### src/rtl/sram1rw_ctrl_pkg.sv
// Shared defaults, word/address types and controller state encoding for the
// single-port SRAM request controller.
package sram1rw_ctrl_pkg;

    localparam int DEF_ADDR_W = 10;
    localparam int DEF_DATA_W = 17;
    localparam int DEF_DEPTH  = 1024;

    typedef logic [DEF_ADDR_W-1:0] addr_t;
    typedef logic [DEF_DATA_W-1:0] data_t;

    typedef enum logic {
        ST_IDLE = 1'b0,
        ST_FILL = 1'b1
    } state_t;

endpackage

### src/rtl/sram1rw_rsp_fifo.sv
// Two-entry read-response queue; head is presented combinationally and stays
// put until popped.
module sram1rw_rsp_fifo #(
    parameter int DATA_W = 17
) (
    input  logic              clk,
    input  logic              reset_n,
    input  logic              push,
    input  logic [DATA_W-1:0] push_data,
    input  logic              pop,
    output logic              valid,
    output logic [DATA_W-1:0] head,
    output logic [1:0]        count
);

    logic [DATA_W-1:0] mem_q [2];
    logic [DATA_W-1:0] mem_d [2];
    logic              wr_ptr_q, wr_ptr_d;
    logic              rd_ptr_q, rd_ptr_d;
    logic [1:0]        count_q, count_d;
    logic              do_push, do_pop;

    // A push while full is only taken if the head leaves in the same cycle.
    assign do_pop  = pop & (count_q != 2'd0);
    assign do_push = push & ((count_q != 2'd2) | do_pop);

    always_comb begin
        mem_d    = mem_q;
        wr_ptr_d = wr_ptr_q;
        rd_ptr_d = rd_ptr_q;
        count_d  = count_q;
        if (do_push) begin
            mem_d[wr_ptr_q] = push_data;
            wr_ptr_d        = ~wr_ptr_q;
        end
        if (do_pop) begin
            rd_ptr_d = ~rd_ptr_q;
        end
        case ({do_push, do_pop})
            2'b10:   count_d = count_q + 2'd1;
            2'b01:   count_d = count_q - 2'd1;
            default: count_d = count_q;
        endcase
    end

    always_ff @(posedge clk) begin
        if (!reset_n) begin
            wr_ptr_q <= 1'b0;
            rd_ptr_q <= 1'b0;
            count_q  <= 2'd0;
        end else begin
            wr_ptr_q <= wr_ptr_d;
            rd_ptr_q <= rd_ptr_d;
            count_q  <= count_d;
        end
    end

    always_ff @(posedge clk) begin
        for (int i = 0; i < 2; i++) begin
            mem_q[i] <= mem_d[i];
        end
    end

    assign valid = (count_q != 2'd0);
    assign head  = mem_q[rd_ptr_q];
    assign count = count_q;

endmodule

### src/rtl/sram1rw_req_ctrl.sv
// Valid/ready front end for a 1RW synchronous SRAM with in-order read responses.
// Optional SRAM1RW_CTRL_ZERO_FILL_EN clears the whole array after reset.
module sram1rw_req_ctrl
    import sram1rw_ctrl_pkg::*;
#(
    parameter int ADDR_W = DEF_ADDR_W,
    parameter int DATA_W = DEF_DATA_W,
    parameter int DEPTH  = DEF_DEPTH
) (
    input  logic              clock,
    input  logic              reset_n,
    input  logic              req_valid,
    output logic              req_ready,
    input  logic              req_write,
    input  logic [ADDR_W-1:0] req_addr,
    input  logic [DATA_W-1:0] req_wdata,
    output logic              rsp_valid,
    input  logic              rsp_ready,
    output logic [DATA_W-1:0] rsp_rdata,
    output logic [ADDR_W-1:0] sram_a,
    output logic [DATA_W-1:0] sram_i,
    output logic              sram_csb,
    output logic              sram_web,
    output logic              sram_oeb,
    input  logic [DATA_W-1:0] sram_o,
    output logic              busy
);

    logic       rd_pending_q, rd_pending_d;
    logic       fire, pop, fill_active;
    logic [1:0] count;
    logic [2:0] occupancy;

`ifdef SRAM1RW_CTRL_ZERO_FILL_EN
    localparam logic [ADDR_W-1:0] FILL_LAST = ADDR_W'(DEPTH - 1);

    state_t            state_q, state_d;
    logic [ADDR_W-1:0] fill_cnt_q, fill_cnt_d;

    always_comb begin
        state_d    = state_q;
        fill_cnt_d = fill_cnt_q;
        case (state_q)
            ST_FILL: begin
                fill_cnt_d = fill_cnt_q + 1'b1;
                if (fill_cnt_q == FILL_LAST) begin
                    state_d    = ST_IDLE;
                    fill_cnt_d = '0;
                end
            end
            default: ;
        endcase
    end

    // Reset parks the FSM at the start of the fill so it restarts from 0.
    always_ff @(posedge clock) begin
        if (!reset_n) begin
            state_q    <= ST_FILL;
            fill_cnt_q <= '0;
        end else begin
            state_q    <= state_d;
            fill_cnt_q <= fill_cnt_d;
        end
    end

    assign fill_active = (state_q == ST_FILL);
`else
    assign fill_active = 1'b0;
`endif

    assign busy = ~reset_n | fill_active;

    // Slots already promised: queued responses plus a read landing this cycle.
    assign pop       = rsp_valid & rsp_ready;
    assign occupancy = {1'b0, count} + {2'b00, rd_pending_q} - {2'b00, pop};
    assign req_ready = ~busy & (occupancy < 3'd2);
    assign fire      = req_valid & req_ready;

    assign rd_pending_d = fire & ~req_write;

    always_ff @(posedge clock) begin
        if (!reset_n) begin
            rd_pending_q <= 1'b0;
        end else begin
            rd_pending_q <= rd_pending_d;
        end
    end

    always_comb begin
        sram_csb = 1'b1;
        sram_web = 1'b1;
        sram_oeb = 1'b1;
        sram_a   = req_addr;
        sram_i   = req_wdata;
`ifdef SRAM1RW_CTRL_ZERO_FILL_EN
        if (reset_n && fill_active) begin
            sram_csb = 1'b0;
            sram_web = 1'b0;
            sram_a   = fill_cnt_q;
            sram_i   = '0;
        end else
`endif
        if (fire) begin
            sram_csb = 1'b0;
            sram_web = ~req_write;
            sram_oeb = req_write;
        end
    end

    sram1rw_rsp_fifo #(
        .DATA_W (DATA_W)
    ) u_rsp_fifo (
        .clk       (clock),
        .reset_n   (reset_n),
        .push      (rd_pending_q),
        .push_data (sram_o),
        .pop       (pop),
        .valid     (rsp_valid),
        .head      (rsp_rdata),
        .count     (count)
    );

endmodule

### config.mk
export PLATFORM = sky130hd
export DESIGN_NAME = sram1rw_req_ctrl
export DESIGN_NICKNAME = d
export VERILOG_FILES = /design/src/rtl/sram1rw_ctrl_pkg.sv /design/src/rtl/sram1rw_rsp_fifo.sv /design/src/rtl/sram1rw_req_ctrl.sv
export SDC_FILE = /design/constraint.sdc
export NUM_CORES = 1
export LEC_CHECK = 0
export ABC_AREA = 1
export CORE_MARGIN = 2
export CORE_UTILIZATION = 28
export DETAILED_ROUTE_END_ITERATION = 8
export PLACE_DENSITY = 0.65
export SYNTH_ARGS = -nofsm -noshare
export SYNTH_HDL_FRONTEND = slang
export SYNTH_HIERARCHICAL = 1
export SYNTH_SLANG_ARGS = --single-unit
### constraint.sdc
create_clock -name clock -period 4.96 [get_ports clock]
set_input_delay 0.992 -clock clock [delete_from_list [all_inputs] [get_ports clock]]
set_output_delay 0.992 -clock clock [all_outputs]
set_load 0.1 [all_outputs]
==> reports/results.tsv, run 1 <==
stage	metric	value	unit
yosys	Synth Instances	173	
yosys	Yosys reg bits	39	
floorplan	Starting Density	29.0	%
grt	grt ovf	0	
route	first drt pass iteration count	4	
timing	period utilization	81.5	%
floorplan	row count	29	
yosys	ys flop type	edfxtp_1	
timing	Slew Limit Fails	0	
setup_path	crit start category	input pin	
yosys	Synth Area per Inst	10.7	sq um
pwr	Logic pwr share	18.8	%
timing	Slew Limit Headroom	31.4	%
placement	RD Place Congestion	0.703	
pwr	Pwr per Cell Area	336	nW/um^2
yosys	count leader, synth	nand2_1	
grt	largest net degree at the start of global routing	20	
clocking	CTS H-tree lvls	2	
timing	final hold violation count	0	
clocking	clock root cell	clkbuf_8	
timing	Slew @ Worst Pin	1030	ps
route	Antenna Violating Nets Remaining	0	
layout	filler instances	643	
clocking	postcts setup bufs	0	
timing	max frequency	0.247	GHz
route	vias per cell	4.15	
setup_path	crit-path max FO	3	
clocking	post-cts sizing count	0	
pwr	Power Internal	0.000555	W
setup_path	Worst Path Arrival	3050	ps
setup_path	Critical Path Most Common Cell	nand2_1	
clocking	CTS clk-pin slew, worst paths	70	ps
yosys	mapped cell area	1850	sq um
clocking	CTS tree	done	
route	wire per inst	11.9	microns
clocking	total CTS buffers	5	
setup_path	CP Capture Type	output port	
clocking	CTS Sinks	39	
layout	Diodes inserted	0	
yosys	Synth top area share	55.2	%
timing	clk_skew	5.71	ps
grt	first-pass GRT wire length	5020	microns
placement	DP Wirelength	2200	microns
route	Via Count	1128	
yosys	number of enable flip-flop cells after synthesis	34	
grt	gr usage total	8.96	%
yosys	warnings from Yosys	6	
pwr	worst vdd ir	0.000238	V
pwr	Reg power frac	48.6	%
route	DRT Wirelength	3230	microns
yosys	Commonest cells post-synth	nand2_1 (61), edfxtp_1 (34), buf_4 (28)	
setup_path	Critical Path, Cell by Cell	clkdlybuf4s50_1 -> nand2_1 -> inv_1 -> ha_1 -> inv_1 -> nand2_1 -> fa_1 -> nand2_1 -> a21oi_2 -> and2_2 -> buf_12	
grt	initial antenna violation count	0	
floorplan	Die Y	85.3	microns
grt	number of global-route vias before repair	1091	
yosys	fraction of registers with async set/reset	0	%
timing	Min Hold Slack	567	ps
route	First DRT Iteration DRCs	25	
yosys	Mapped Nets	225	
pwr	Lkg Pwr	0.888	nW
yosys	Synth area leader	edfxtp_1	
clocking	Clock Latency Late Sink	280	ps
setup_path	critical path's slowest cell	fa_1	
layout	fin nets	246	
floorplan	Ports	99	
layout	Syn-to-layout area delta	22.5	%
yosys	dominant cells by area after synthesis	edfxtp_1 (55%), nand2_1 (12%), buf_4 (11%), dfxtp_1 (5.4%), inv_1 (2.2%)	
pwr	Sw Ratio	27.1	%
timing	Setup-failing EPs final	0	
route	DRC violation count after routing	0	
floorplan	Die Area	7270	sq um
timing	Final TNS setup	0	ps
placement	IO Port Bufs	44	
pwr	sw power	0.000207	W
clocking	clk buf depth	2	
timing	crit path time final	4040	ps
floorplan	core area	6390	sq um
pwr	Clk pwr share	32.6	%
run	max_cap viols	0	
status	status	finished, final reports clean	
setup_path	Worst Path Required	3970	ps
min_path	Min-Delay Path Class	reg2reg	
timing	RSZ-0062 raised after global routing	false	
clocking	CTS Hold Buffers Added	0	
yosys	sequential area share after synthesis	60.6	%
yosys	Cell variety after synth	23	
setup_path	Largest stage delay, worst path	480	ps
setup_path	critical setup path kind	in2out	
layout	layout cell share with drive strength beyond 1	14.4	%
floorplan	Die X	85.3	microns
[critical path: cells and delay by family]
| kind | cells | cell delay [ps] |
|---|---|---|
| and+or+nand+nor | 4 | 360 |
| adders and majority gates | 2 | 730 |
| AOI/OAI and AO/OA | 1 | 160 |
| buffers and inverters | 4 | 800 |
[routing by layer]
layer | vias to the layer above | GRT usage (%) | wire length (microns)
met4 | 0 | 5.05 | 86
met5 | - | 0 | 0
met3 | 16 | 3.50 | 263
met2 | 41 | 14.1 | 1480
li1 | 569 | - | -
met1 | 502 | 10.4 | 1400
[final timing paths]
kind	startpoint	end	slack [ps]	depth (start not counted)
min	u_rsp_fifo/wr_ptr_q	u_rsp_fifo/wr_ptr_q	570	2
max reg2reg	u_rsp_fifo/count[1]	u_rsp_fifo/mem_q[17]	2670	8
max	rsp_ready	req_ready	920	11
min reg2reg	u_rsp_fifo/wr_ptr_q	u_rsp_fifo/wr_ptr_q	570	2
[area by class of cell]
cell class              instances  area, sq um  area share [%]
clock buffers                   5         68.8            3.04
clock inverters                 3         38.8            1.71
inverters                      16         63.8            2.82
multi-input cells              88          434            19.2
flip-flops and latches         39         1120            49.5
well taps                      77         96.3            4.25
repair buffers                 44          443            19.5
[power groups by stage]
stage	clock network [W]	registers [W]	logic, W
5_1_grt	0.000272	0.000371	0.000151
3_5_place_dp	0	0.000378	0.000144
6_report	0.000248	0.000370	0.000143
4_1_cts	0.000259	0.000370	0.000145
3_3_place_gp	0	0.000377	0.000143
2_1_floorplan	0	0.000376	0.000201
[cell usage in the layout (no fill, tap or decap), types with 3 or more instances in the layout]
cell and count:
inv_1 11, clkbuf_8 5, nor2_1 5, inv_2 3, nand4_1 3, buf_4 3, edfxtp_1 34, nor2_2 4
clkdlybuf4s50_1 40, nand2_1 61, dfxtp_1 5
[metrics by stage]
stage / power (W) / worst slack, ps / cells / cell area (sq um) / util [%]
after floorplan: 0.000578 / 905 / 173 / 1850 / -
after global routing: 0.000793 / 772 / 272 / 2270 / 35.5
after detailed placement: 0.000522 / 924 / 264 / 2160 / 33.8
final: 0.000762 / 918 / 272 / 2270 / 35.5
after global placement: 0.000520 / 945 / 264 / 2160 / 33.8
after CTS: 0.000774 / 908 / 272 / 2270 / 35.5
[logic make-up (layout without fill, tap and decap cells)]
logic type	after synthesis	after routing	share of synthesized area [%]
and+or+nand+nor	80	80	19.4
adders and majority gates	3	3	2.44
DFF	39	39	60.6
buffers and inverters	46	68	16.0
AOI/OAI and AO/OA	5	5	1.56
[flip-flops by register name, summed over array words and instances, names as in the netlist]
name / count
rd_pending_q: 1
u_rsp_fifo/count: 2
u_rsp_fifo/mem_q: 34
u_rsp_fifo/rd_ptr_q: 1
u_rsp_fifo/wr_ptr_q: 1
No activity file was read; power rests on OpenSTA's default activity.
==> run 2: changes to the inputs <==
--- a/config.mk
+++ b/config.mk
@@ -9,7 +9,7 @@
 export CORE_MARGIN = 2
 export CORE_UTILIZATION = 28
 export DETAILED_ROUTE_END_ITERATION = 8
-export PLACE_DENSITY = 0.65
+export PLACE_DENSITY = 0.67
 export SYNTH_ARGS = -nofsm -noshare
 export SYNTH_HDL_FRONTEND = slang
 export SYNTH_HIERARCHICAL = 1
==> constraint.sdc (replaced) <==
create_clock -name clock -period 3.7 [get_ports clock]
set_input_delay 0.74 -clock clock [delete_from_list [all_inputs] [get_ports clock]]
set_output_delay 0.74 -clock clock [all_outputs]
set_load 0.1 [all_outputs]
==> run 2 against run 1 <==
  * Core utilization grew 0.35 points
  * Clock skew about the same
  * Sequential power grew 34%
  * Combinational power grew 37%
  * Total power up 44%
  * Wire length up 6.9%
  * Critical path type unchanged
==> reports/results.tsv, run 2 (same netlist as run 1, synthesis figures left out) <==
stage	metric	value	unit
clocking	Clock Latency Late Sink	280	ps
pwr	Sw Ratio	25.6	%
route	First DRT Iteration DRCs	40	
pwr	Clk pwr share	37.1	%
setup_path	crit-path max FO	3	
route	Antenna Violating Nets Remaining	0	
run	max_cap viols	0	
min_path	Min-Delay Path Class	reg2reg	
min_path	Hold Crit Depth	2	
timing	clk_skew	6.00	ps
setup_path	reg-to-reg slack, setup	1540	ps
setup_path	Worst Reg2Reg Path Length in Cells	12	
floorplan	Die Y	85.3	microns
clocking	total CTS buffers	5	
route	DRT Wirelength	3450	microns
route	vias per cell	4.23	
clocking	CTS tree	done	
layout	filler instances	654	
layout	post-layout util	35.8	%
status	status	finished, final reports clean	
floorplan	row count	29	
layout	Syn-to-layout area delta	23.7	%
clocking	clk buf depth	2	
pwr	Logic pwr share	17.8	%
timing	Setup-failing EPs final	0	
layout	Diodes inserted	0	
placement	DP Wirelength	2430	microns
route	wire per inst	12.6	microns
timing	Slew Limit Headroom	42.0	%
clocking	CTS Sinks	39	
layout	max reg flops	34	
clocking	CTS clk-pin slew, worst paths	70	ps
grt	first-pass GRT wire length	5460	microns
setup_path	crit path buf inv count	4	
layout	most frequent cells in the layout	nand2_1 (61), edfxtp_1 (34), clkdlybuf4s50_1 (21), buf_4 (20), inv_1 (10)	
floorplan	core area	6390	sq um
grt	largest net degree at the start of global routing	20	
timing	max frequency	0.284	GHz
setup_path	crit start category	input pin	
setup_path	CP Capture Type	output port	
floorplan	Die Area	7270	sq um
route	Via Count	1154	
setup_path	Worst Path Arrival	2780	ps
floorplan	Die X	85.3	microns
timing	crit path time final	3520	ps
grt	initial antenna violation count	0	
placement	IO Port Bufs	44	
grt	number of global-route vias before repair	1166	
timing	Slew Limit Fails	0	
grt	grt ovf	0	
timing	final hold violation count	0	
clocking	CTS H-tree lvls	2	
timing	RSZ-0062 raised after global routing	false	
min_path	HP Start	u_rsp_fifo/wr_ptr_q	
layout	Top reg by flops	u_rsp_fifo/mem_q	
route	DRC violation count after routing	0	
layout	Reg area	1120	sq um
floorplan	Ports	99	
clocking	postcts setup bufs	0	
placement	DP Cell Count	265	
setup_path	worst r2r src	u_rsp_fifo/count[1]	
pwr	Power Internal	0.000819	W
timing	Final TNS setup	0	ps
min_path	Min-Delay Endpoint	u_rsp_fifo/wr_ptr_q	
clocking	clock root cell	clkbuf_8	
pwr	Reg power frac	45.1	%
layout	area of the multi-input gates	434	sq um
timing	final setup margin	181	ps
placement	Post-Place Worst Slack	134	ps
timing	Slew @ Worst Pin	869	ps
setup_path	Largest stage delay, worst path	480	ps
layout	non-filler instance count after layout	273	
setup_path	critical setup path kind	in2out	
setup_path	delay-heaviest family, CP	buffers and inverters	
setup_path	critical path's slowest cell	fa_1	
layout	layout cell share with drive strength beyond 1	25.0	%
pwr	Pwr per Cell Area	481	nW/um^2
setup_path	Critical Path Most Common Cell	nand2_1	
pwr	worst vdd ir	0.000261	V
setup_path	CP Depth	11	
timing	period utilization	95.1	%
layout	fin nets	247	
setup_path	Worst Path Required	2960	ps
placement	RD Place Congestion	0.687	
setup_path	Critical Path, Cell by Cell	clkdlybuf4s50_1 -> nand2_1 -> inv_2 -> ha_1 -> inv_1 -> nand2_1 -> fa_1 -> nand2_1 -> a21oi_2 -> nand4_1 -> buf_12	
route	first drt pass iteration count	4	
setup_path	Crit Reg-Reg Endpoint	rd_pending_q	
layout	commonest non-fill, non-tap cell in the layout	nand2_1	
grt	gr usage total	9.87	%
floorplan	Starting Density	29.0	%
pwr	sw power	0.000282	W
pwr	Lkg Pwr	0.937	nW
## run 2: cell types whose count changed in the layout (fill, tap and decap cells not counted), sizes merged
cell / before / now
clkbuf: 5 / 6
buf: 4 / 24
clkdlybuf4s50: 40 / 21
bufinv: 1 / 2
clkinv: 3 / 1
## run 2: power groups by stage
stage	registers (W)	clock network (W)	logic, W
4_1_cts	0.000496	0.000420	0.000198
2_1_floorplan	0.000504	0	0.000270
6_report	0.000496	0.000408	0.000196
3_5_place_dp	0.000506	0	0.000198
5_1_grt	0.000497	0.000439	0.000206
3_3_place_gp	0.000506	0	0.000196
## run 2: layer usage
layer / global-route usage (%) / part of all wire, % / vias up
met2: 16.4 / 48 / 36
li1: - / - / 574
met4: 6.64 / 5.1 / 0
met1: 10.7 / 39 / 525
met5: 0 / 0 / -
met3: 3.11 / 7.6 / 19
## run 2: final cells by class
type	count	area share (%)
tap	77	4.21
clock inverter	2	2.62
clock buffer	6	3.17
inverter	16	2.79
timing repair buffer	45	19.2
multi-input combinational	88	19.0
sequential	39	49.0
## run 2: repair_timing
action / CTS / global route
endpoints found under the setup margin: 0 / 3
hold buffers: 0 / 0
resized for setup: 0 / 1
hold endpoints to repair: 0 / 0
## run 2: worst reg2reg max path: cells and delay by family, from the launching register on
| family | cells | cell delay, ps |
|---|---|---|
| DFF | 1 | 570 |
| buffers and inverters | 4 | 300 |
| and+or+nand+nor | 6 | 530 |
| adders and majority gates | 2 | 710 |
## run 2: metrics by stage
step                      cell area (sq um)  hold WS [ps]  power, W
after floorplan                        1850           494  0.000774
after CTS                              2290           573   0.00111
after global routing                   2290           611   0.00114
after detailed placement               2160           555  0.000704
after global placement                 2160           526  0.000702
final                                  2290           563   0.00110
## run 2: worst max path at each step
stage                        start  slack [ps]         to
5_1_grt                  rsp_ready          10   sram_oeb
3_5_place_dp             rsp_ready         130   sram_oeb
2_1_floorplan  u_rsp_fifo/count[1]          20   sram_oeb
6_report                 rsp_ready         180   sram_oeb
4_1_cts                  rsp_ready         120   sram_oeb
3_3_place_gp             rsp_ready         190  req_ready
==> run 3: changes to the inputs <==
--- a/config.mk
+++ b/config.mk
@@ -6,7 +6,7 @@
 export NUM_CORES = 1
 export LEC_CHECK = 0
 export ABC_AREA = 1
-export CORE_MARGIN = 2
+export CORE_MARGIN = 10
 export CORE_UTILIZATION = 28
 export DETAILED_ROUTE_END_ITERATION = 8
 export PLACE_DENSITY = 0.67
==> run 3 against run 2 <==
  * Register-to-register slack hardly changed
  * Via count is 2.7% lower
  * Clock skew fell by 0.53 ps
  * Sequential share of layout area is 1.2 points higher
  * Final area decreased by 2.3%
  * Combinational power barely moved
  * Sequential power about the same
  * First-iteration DRC count grew 15%
  * Non-clock buffer count unchanged
  * Critical path depth stayed put
  * Clock power decreased by 36%
  * Critical path type unchanged
  * Largest cell class unchanged
==> reports/results.tsv, run 3 (same netlist as run 1, synthesis figures left out) <==
stage	metric	value	unit
grt	number of global-route vias before repair	1182	
timing	Slew @ Worst Pin	847	ps
route	vias per cell	4.11	
route	Antenna Violating Nets Remaining	0	
setup_path	crit start category	input pin	
layout	fin nets	247	
setup_path	Crit Reg-Reg Endpoint	rd_pending_q	
route	wire per inst	13.9	microns
floorplan	core area	6390	sq um
layout	filler instances	647	
setup_path	Critical Path, Cell by Cell	clkdlybuf4s50_1 -> nand2_1 -> inv_1 -> ha_1 -> inv_1 -> nand2_1 -> fa_1 -> nand2_1 -> a21oi_2 -> nand4_1 -> buf_12	
pwr	Clk pwr share	27.5	%
pwr	sw power	0.000273	W
min_path	HP Start	u_rsp_fifo/wr_ptr_q	
route	first drt pass iteration count	4	
route	DRT Wirelength	3810	microns
setup_path	Worst Path Arrival	2800	ps
min_path	Min-Delay Endpoint	u_rsp_fifo/wr_ptr_q	
layout	Syn-to-layout area delta	20.9	%
grt	gr usage total	7.67	%
layout	layout cell share with drive strength beyond 1	23.5	%
timing	period utilization	95.7	%
placement	IO Port Bufs	44	
timing	crit path time final	3540	ps
timing	Min Hold Slack	557	ps
grt	first-pass GRT wire length	6040	microns
grt	initial antenna violation count	0	
floorplan	Starting Density	29.0	%
timing	Setup-failing EPs final	0	
clocking	CTS tree	done	
min_path	Hold Crit Depth	2	
clocking	CTS Sinks	39	
setup_path	CP Capture Type	output port	
min_path	Min-Delay Path Class	reg2reg	
route	DRC violation count after routing	0	
setup_path	Largest stage delay, worst path	490	ps
timing	Final TNS setup	0	ps
layout	most frequent cells in the layout	nand2_1 (61), edfxtp_1 (34), clkdlybuf4s50_1 (21), buf_4 (20), inv_1 (11)	
status	status	finished, final reports clean	
setup_path	Worst Reg2Reg Path Length in Cells	12	
setup_path	worst r2r src	u_rsp_fifo/count[1]	
grt	largest net degree at the start of global routing	20	
setup_path	critical setup path kind	in2out	
layout	Top reg by flops	u_rsp_fifo/mem_q	
timing	max frequency	0.282	GHz
clocking	Clock Latency Late Sink	280	ps
timing	Slew Limit Fails	0	
clocking	total CTS buffers	5	
clocking	postcts setup bufs	0	
run	max_cap viols	0	
floorplan	Die Area	10300	sq um
floorplan	Ports	99	
setup_path	crit path buf inv count	4	
grt	grt ovf	0	
setup_path	Worst Path Required	2960	ps
pwr	Power Internal	0.000683	W
timing	clk_skew	5.46	ps
clocking	clk buf depth	2	
setup_path	delay-heaviest family, CP	buffers and inverters	
pwr	worst vdd ir	0.000235	V
placement	DP Wirelength	2870	microns
clocking	post-cts sizing count	0	
pwr	Pwr per Cell Area	428	nW/um^2
setup_path	reg-to-reg slack, setup	1530	ps
floorplan	Die X	101	microns
setup_path	Critical Path Most Common Cell	nand2_1	
floorplan	Die Y	101	microns
pwr	Reg power frac	51.9	%
setup_path	critical path's slowest cell	fa_1	
timing	final hold violation count	0	
pwr	Lkg Pwr	0.913	nW
setup_path	crit-path max FO	3	
clocking	CTS H-tree lvls	2	
route	Via Count	1123	
clocking	clock root cell	clkbuf_8	
clocking	CTS Hold Buffers Added	0	
clocking	CTS clk-pin slew, worst paths	70	ps
floorplan	row count	29	
placement	RD Place Congestion	0.637	
layout	commonest non-fill, non-tap cell in the layout	nand2_1	
pwr	Logic pwr share	20.6	%
layout	max reg flops	34	
pwr	Sw Ratio	28.5	%
layout	Diodes inserted	0	
timing	Slew Limit Headroom	43.4	%
timing	RSZ-0062 raised after global routing	false	
route	First DRT Iteration DRCs	46	
==> run 3: cell types whose count changed in the layout (fill, tap and decap cells not counted), sizes merged <==
| cell | change |
|---|---|
| bufinv | -2 |
| clkbuf | +2 |
==> run 3: cell type report <==
class                   count  area (sq um)  area share, %
flip-flops and latches     39          1120           50.1
repair buffers             45           440           19.7
multi-input cells          88           434           19.4
well taps                  77          96.3           4.31
clock buffers               8          80.1           3.58
inverters                  16          63.8           2.85
==> run 3: metal layers <==
metal	global-route usage (%)	share of wire, %	vias to the layer above
li1	-	-	570
met4	8.04	7.2	0
met1	7.68	38	493
met3	3.06	8.5	27
met2	11.6	46	33
met5	0	0	-
==> run 3: worst register-to-register path, stage by stage (launching register included) <==
cell and delay, ps:
dfxtp_1 550, inv_2 80, nand2_4 90, nand2_1 50
inv_1 120, ha_1 250, inv_1 50, nand2_1 50
fa_1 490, nand2_1 70, inv_1 80, nand4_2 140
nor2_2 100
==> run 3: worst max-delay path by stage <==
stage	cells after the start	start	slack, ps	end
after floorplan	11	u_rsp_fifo/count[1]	20	sram_oeb
after global placement	11	rsp_ready	200	req_ready
after detailed placement	11	rsp_ready	140	sram_web
after CTS	11	rsp_ready	130	sram_web
after global routing	11	rsp_ready	20	sram_web
final	11	rsp_ready	160	sram_web
==> run 3: power by group through the flow <==
| stage | Sequential, W | Clock, W | Combinational, W |
|---|---|---|---|
| global placement | 0.000506 | 0 | 0.000197 |
| finish | 0.000496 | 0.000262 | 0.000197 |
| detailed placement | 0.000506 | 0 | 0.000200 |
| global route | 0.000497 | 0.000296 | 0.000208 |
| CTS | 0.000496 | 0.000277 | 0.000200 |
| floorplan | 0.000504 | 0 | 0.000270 |
==> run 3: metrics by stage <==
stage	instances	instance area [sq um]	setup WS (ps)	utilization (%)	total power (W)
finish	273	2240	160	35.0	0.000956
global route	273	2240	19.0	35.0	0.00100
CTS	273	2240	132	35.0	0.000974
detailed placement	265	2160	136	33.8	0.000706
global placement	265	2160	200	33.8	0.000703
floorplan	173	1850	15.5	-	0.000774
